$ cat config.mk
export PLATFORM = sky130hd
export DESIGN_NAME = mod_updown_counter_flat
export DESIGN_NICKNAME = d
export VERILOG_FILES = /design/src/rtl/mod_updown_counter_if.sv /design/src/rtl/mod_updown_counter.sv /design/src/flat_wrapper.sv
export SDC_FILE = /design/constraint.sdc
export NUM_CORES = 1
export LEC_CHECK = 0
export BUFFER_PORTS_ARGS = -buffer_cell sky130_fd_sc_hd__buf_4
export CAP_MARGIN = 20
export CORE_AREA = 2 2 39 41
export CTS_BUF_LIST = sky130_fd_sc_hd__clkbuf_16
export DETAILED_ROUTE_END_ITERATION = 6
export DIE_AREA = 0 0 41 43
export GPL_TIMING_DRIVEN = 0
export HOLD_SLACK_MARGIN = 0.06
export PLACE_DENSITY = 0.72
export SLEW_MARGIN = 20
export SYNTH_ARGS = -nofsm -noshare
export SYNTH_HDL_FRONTEND = slang
export SYNTH_SLANG_ARGS = --single-unit
$ cat constraint.sdc
create_clock -name CLK -period 1.7 [get_ports CLK]
set_input_delay 0.17 -clock CLK [delete_from_list [all_inputs] [get_ports CLK]]
set_output_delay 0.17 -clock CLK [all_outputs]
set_load 0.01 [all_outputs]
$ cat src/rtl/mod_updown_counter_if.sv
// Control and status bundle for mod_updown_counter. The master drives the
// load/enable/direction/compare controls; the slave (the counter) returns the
// count, ripple carry, compare match and sticky wrap flag.
interface mod_updown_counter_if #(
    parameter int unsigned WIDTH = 4
) ();

    logic             LOAD_n;
    logic             ENP;
    logic             ENT;
    logic             UP;
    logic [WIDTH-1:0] D;
    logic [WIDTH-1:0] CMP;
    logic             WRAP_CLR;
    logic [WIDTH-1:0] Q;
    logic             RCO;
    logic             MATCH;
    logic             WRAP;

    modport master (
        output LOAD_n,
        output ENP,
        output ENT,
        output UP,
        output D,
        output CMP,
        output WRAP_CLR,
        input  Q,
        input  RCO,
        input  MATCH,
        input  WRAP
    );

    modport slave (
        input  LOAD_n,
        input  ENP,
        input  ENT,
        input  UP,
        input  D,
        input  CMP,
        input  WRAP_CLR,
        output Q,
        output RCO,
        output MATCH,
        output WRAP
    );

endinterface

$ cat src/rtl/mod_updown_counter.sv
// Modulo-N up/down counter with clamped parallel load, compare match, ripple
// carry/borrow for cascading and a sticky wrap flag.
module mod_updown_counter #(
    parameter int unsigned     WIDTH   = 4,
    parameter longint unsigned MODULUS = 16
) (
    input  logic                CLK,
    input  logic                CLR,
    mod_updown_counter_if.slave io_bus
);

    // Elaboration-time parameter legality checks.
    if (WIDTH < 2 || WIDTH > 32) begin : g_bad_width
        $error("mod_updown_counter: WIDTH must be in 2..32");
    end
    if (MODULUS < 2 || MODULUS > (64'd1 << WIDTH)) begin : g_bad_modulus
        $error("mod_updown_counter: MODULUS must be in 2..2**WIDTH");
    end
    if ($bits(io_bus.Q) != WIDTH) begin : g_bad_if_width
        $error("mod_updown_counter: interface WIDTH does not match counter WIDTH");
    end

    localparam logic [WIDTH-1:0] MaxVal = WIDTH'(MODULUS - 64'd1);

    logic [WIDTH-1:0] r_q;
    logic             r_wrap;

    logic             w_at_max;
    logic             w_at_zero;
    logic             w_count_en;
    logic [WIDTH-1:0] w_load_val;
    logic [WIDTH-1:0] w_q_next;
    logic             w_wrap_evt;
    logic             w_wrap_next;

    assign w_at_max   = (r_q == MaxVal);
    assign w_at_zero  = (r_q == '0);
    assign w_count_en = io_bus.ENP & io_bus.ENT;
    // Out-of-range load values saturate at the top of the count range.
    assign w_load_val = (io_bus.D > MaxVal) ? MaxVal : io_bus.D;

    // Next count and wrap event: load beats count, count beats hold.
    always_comb begin
        w_q_next   = r_q;
        w_wrap_evt = 1'b0;
        if (!io_bus.LOAD_n) begin
            w_q_next = w_load_val;
        end else if (w_count_en) begin
            if (io_bus.UP) begin
                if (w_at_max) begin
                    w_q_next   = '0;
                    w_wrap_evt = 1'b1;
                end else begin
                    w_q_next = r_q + WIDTH'(1);
                end
            end else begin
                if (w_at_zero) begin
                    w_q_next   = MaxVal;
                    w_wrap_evt = 1'b1;
                end else begin
                    w_q_next = r_q - WIDTH'(1);
                end
            end
        end
    end

    // Sticky wrap: a wrap event wins over a simultaneous clear request.
    always_comb begin
        w_wrap_next = r_wrap;
        if (w_wrap_evt) begin
            w_wrap_next = 1'b1;
        end else if (io_bus.WRAP_CLR) begin
            w_wrap_next = 1'b0;
        end
    end

    // State registers with synchronous active-high clear.
    always_ff @(posedge CLK) begin
        if (CLR) begin
            r_q    <= '0;
            r_wrap <= 1'b0;
        end else begin
            r_q    <= w_q_next;
            r_wrap <= w_wrap_next;
        end
    end

    assign io_bus.Q     = r_q;
    assign io_bus.WRAP  = r_wrap;
    // Carry/borrow depends only on current count, direction and ENT.
    assign io_bus.RCO   = io_bus.ENT & ((io_bus.UP & w_at_max) | (~io_bus.UP & w_at_zero));
    // A compare value outside the count range can never match.
    assign io_bus.MATCH = (io_bus.CMP <= MaxVal) && (r_q == io_bus.CMP);

endmodule

$ cat src/flat_wrapper.sv
// flat-port wrapper written by rule: the top's interface ports become plain ports
module mod_updown_counter_flat 
#(
    parameter int unsigned     WIDTH   = 4,
    parameter longint unsigned MODULUS = 16
)
  (CLK, CLR, io_bus_LOAD_n, io_bus_ENP, io_bus_ENT, io_bus_UP, io_bus_D, io_bus_CMP, io_bus_WRAP_CLR, io_bus_Q, io_bus_RCO, io_bus_MATCH, io_bus_WRAP);
  mod_updown_counter_if #(.WIDTH(WIDTH)) io_bus_i ();
  input  logic CLK;
  input  logic CLR;
  input wire logic [$bits(io_bus_i.LOAD_n)-1:0] io_bus_LOAD_n;
  input wire logic [$bits(io_bus_i.ENP)-1:0] io_bus_ENP;
  input wire logic [$bits(io_bus_i.ENT)-1:0] io_bus_ENT;
  input wire logic [$bits(io_bus_i.UP)-1:0] io_bus_UP;
  input wire logic [$bits(io_bus_i.D)-1:0] io_bus_D;
  input wire logic [$bits(io_bus_i.CMP)-1:0] io_bus_CMP;
  input wire logic [$bits(io_bus_i.WRAP_CLR)-1:0] io_bus_WRAP_CLR;
  output wire logic [$bits(io_bus_i.Q)-1:0] io_bus_Q;
  output wire logic [$bits(io_bus_i.RCO)-1:0] io_bus_RCO;
  output wire logic [$bits(io_bus_i.MATCH)-1:0] io_bus_MATCH;
  output wire logic [$bits(io_bus_i.WRAP)-1:0] io_bus_WRAP;
  assign io_bus_i.LOAD_n = io_bus_LOAD_n;
  assign io_bus_i.ENP = io_bus_ENP;
  assign io_bus_i.ENT = io_bus_ENT;
  assign io_bus_i.UP = io_bus_UP;
  assign io_bus_i.D = io_bus_D;
  assign io_bus_i.CMP = io_bus_CMP;
  assign io_bus_i.WRAP_CLR = io_bus_WRAP_CLR;
  assign io_bus_Q = io_bus_i.Q;
  assign io_bus_RCO = io_bus_i.RCO;
  assign io_bus_MATCH = io_bus_i.MATCH;
  assign io_bus_WRAP = io_bus_i.WRAP;
  mod_updown_counter #(.WIDTH(WIDTH), .MODULUS(MODULUS)) u_core (.CLK(CLK), .CLR(CLR), .io_bus(io_bus_i));
endmodule
==> results.yml <==
status:
  status: "finished with violations"
  violations: "negative setup slack"
final_layout:
  n_antenna_cell: 0
  final_cell_area_sq_um: 796
  layout.cells.most_common: "buf_4"
  fin_nets: 106
  drive_gt1_frac: 0.523
  utilization: 0.575
  mostFrequentLayoutCells: "27 x buf_4, 6 x nor2_1, 5 x xor2_1"
  syn_to_final_growth_pct: 72.8
power_and_ir_drop:
  irDropWorstVdd_uv: 380
  p_leak_nw: 0.385
  p_per_area_mw_per_mm2: 889
yosys:
  ys.flop_type: "dfxtp_1"
  synth_area_sq_um: 460
  yosysSeqAreaShare: 0.217
  ys_seq_elements: 5
  syn_inst: 58
  yosysWarnings: 0
  postSynthAreaPerCell_sq_um: 7.94
  postSynthNetCount: 75
  synth_cell_types: 32
  synth_edf_count: 0
  async_flop_share: 0
placed_design:
  place_ws_ns: -0.0353
  placed_area_sq_um: 623
  port-buffer-count: 19
  dp_hpwl_um: 780
  globalplace.congestion: 0.753
sta:
  fmax_ghz: 0.559
  fin_crit_ns: 1.79
  whs_ns: 0.138
  tns_ns: -0.107
  hold_violations: 0
  rsz0062_at_grt: "yes"
  slew_viol_final: 0
  worst_clock_skew_ns: 0.000561
  min_period_over_period: 1.05
  finalWorstSetupSlack_ns: -0.0887
  finalSetupViolations: 2
  slew_headroom: 0.823
  worstMarginPinSlew_ns: 0.263
job:
  drv_cap: 0
cts:
  cts_hold_buf: 0
  cts_max_level: 1
  cts_tree: "done"
  cts-buffers-inserted: 3
  cts_buffer_depth: 2
  clk_latency_ns: 0.23
  cts-root-buf: "clkbuf_16"
  cts.clk_slew.worst_paths_ns: 0.03
  cts.sinks: 5
critical_path:
  required_ns: 1.53
  critPathMaxStageDelay_ns: 0.39
  crit_slowest_cell: "or3b_4"
  path_cells: "buf_6 > inv_4 > ha_4 > or3b_4 > o21ai_4 > and2_4 > buf_6"
  worstPathArrival_ns: 1.62
  end_kind: "output port"
  critPathMaxFanout: 2
  crit_family: "simple AND/OR/NAND/NOR gates"
  cp_common_cell: "buf_6"
  crit_path_start_kind: "flip-flop"
  crit_type: "reg2out"
  crit_buf_inv: 3
detailed_routing:
  dr.pass1.iters: 4
  wl_mm: 1.31
  drt_iter0_markers: 4
  postRouteAntennaNets: 0
  wl_per_cell_um: 12.6
  drc: 0
  via_per_inst: 5.11
  vias: 531
global_route:
  grt_busiest_layer: "met2"
  grt_pass1_vias: 468
  grt_use_met1: 0.215
  grt_usage: 0.172
  use_met2: 0.269
  grt_max_degree: 11
  overflow: 0
  grtUsageMet3: 0.0314
  antenna_found_initial: 0
  grt_pass1_wl_mm: 2.01
floorplanning:
  num_io_pins: 22
  fp.dieH_um: 43
  die-area_sq_mm: 0.00176
  dieWidth_um: 41
  initial_core_util: 0.333
  core-area_sq_mm: 0.00138
  placementRows: 14
worst_hold_path:
  hold_path.class: "in2reg"
-- routing by layer --
metal	wire length, um	up-vias
li1	-	265
met1	529	247
met2	704	17
met3	61	2
met4	16	0
met5	0	-
-- registers in the layout, indices dropped and copies added, names as in the netlist --
signal / count
u_core.io_bus.WRAP: 1
u_core.io_bus.Q: 4
-- timing repair --
| action | in CTS | in global routing |
|---|---|---|
| resized for setup | 10 | 2 |
| pin swaps | 3 | 1 |
| buffers inserted | 8 | 0 |
| endpoints found under the setup margin | 1 | 2 |
-- final timing paths --
kind	start	to	slack (ns)	depth (start not counted)
max reg2reg	u_core.io_bus.Q[0]	u_core.io_bus.WRAP	-0.02	11
max	u_core.io_bus.Q[0]	io_bus_RCO	-0.09	7
min	CLR	u_core.io_bus.Q[0]	0.14	2
min reg2reg	u_core.io_bus.WRAP	u_core.io_bus.WRAP	0.63	3
-- cell type report --
class	count	area, sq um
clock buffers	3	75.1
inverters	3	13.8
fillers	133	588
plain buffers	5	48.8
multi-input cells	44	323
repair buffers	27	206
flip-flops and latches	5	105
well taps	16	20.0
clock inverters	1	3.75
-- synth_stat cells, drive strengths merged (2+ instances only) --
library cell / n / share of area
nor2: 6 / 0.049
a21oi: 5 / 0.063
dfxtp: 5 / 0.22
xor2: 5 / 0.095
a31oi: 4 / 0.054
buf: 4 / 0.076
inv: 3 / 0.024
nand2: 3 / 0.024
o21ai: 3 / 0.033
clkbuf: 2 / 0.038
ha: 2 / 0.054
-- per-stage QoR --
| step | cells | power (mW) |
|---|---|---|
| 4_1_cts | 104 | 0.707 |
| 5_1_grt | 104 | 0.741 |
| 3_5_place_dp | 93 | 0.280 |
| 6_report | 104 | 0.708 |
| 3_3_place_gp | 93 | 0.278 |
| 2_1_floorplan | 58 | 0.227 |
-- logic make-up (layout without fill, tap and decap cells) --
| family | count (synthesis) | in the layout | synth area share |
|---|---|---|---|
| compound gates | 18 | 18 | 0.264 |
| simple gates | 18 | 18 | 0.209 |
| buf+inv | 9 | 39 | 0.139 |
| xor+xnor | 5 | 5 | 0.0951 |
| flops | 5 | 5 | 0.217 |
| fa+ha+maj | 2 | 2 | 0.0543 |
| mux | 1 | 1 | 0.0217 |
-- worst register-to-register path, cell delays in order (launching register included) --
cell and delay (ns):
dfxtp_2 0.31, buf_6 0.12, inv_4 0.05, ha_4 0.12, or3b_4 0.39, o21ai_4 0.15
buf_4 0.13, buf_4 0.09, buf_4 0.09, buf_4 0.09, a21oi_1 0.05, nor2_1 0.08
-- power by group --
| part | switching [mW] | internal [mW] | leakage (nW) | total [mW] |
|---|---|---|---|---|
| clock | 0.0846 | 0.305 | 0.0423 | 0.390 |
| combinational | 0.0776 | 0.105 | 0.301 | 0.182 |
| sequential | 0.00930 | 0.126 | 0.0423 | 0.136 |
| total | 0.171 | 0.536 | 0.385 | 0.708 |
No activity file was read; power rests on OpenSTA's default activity.
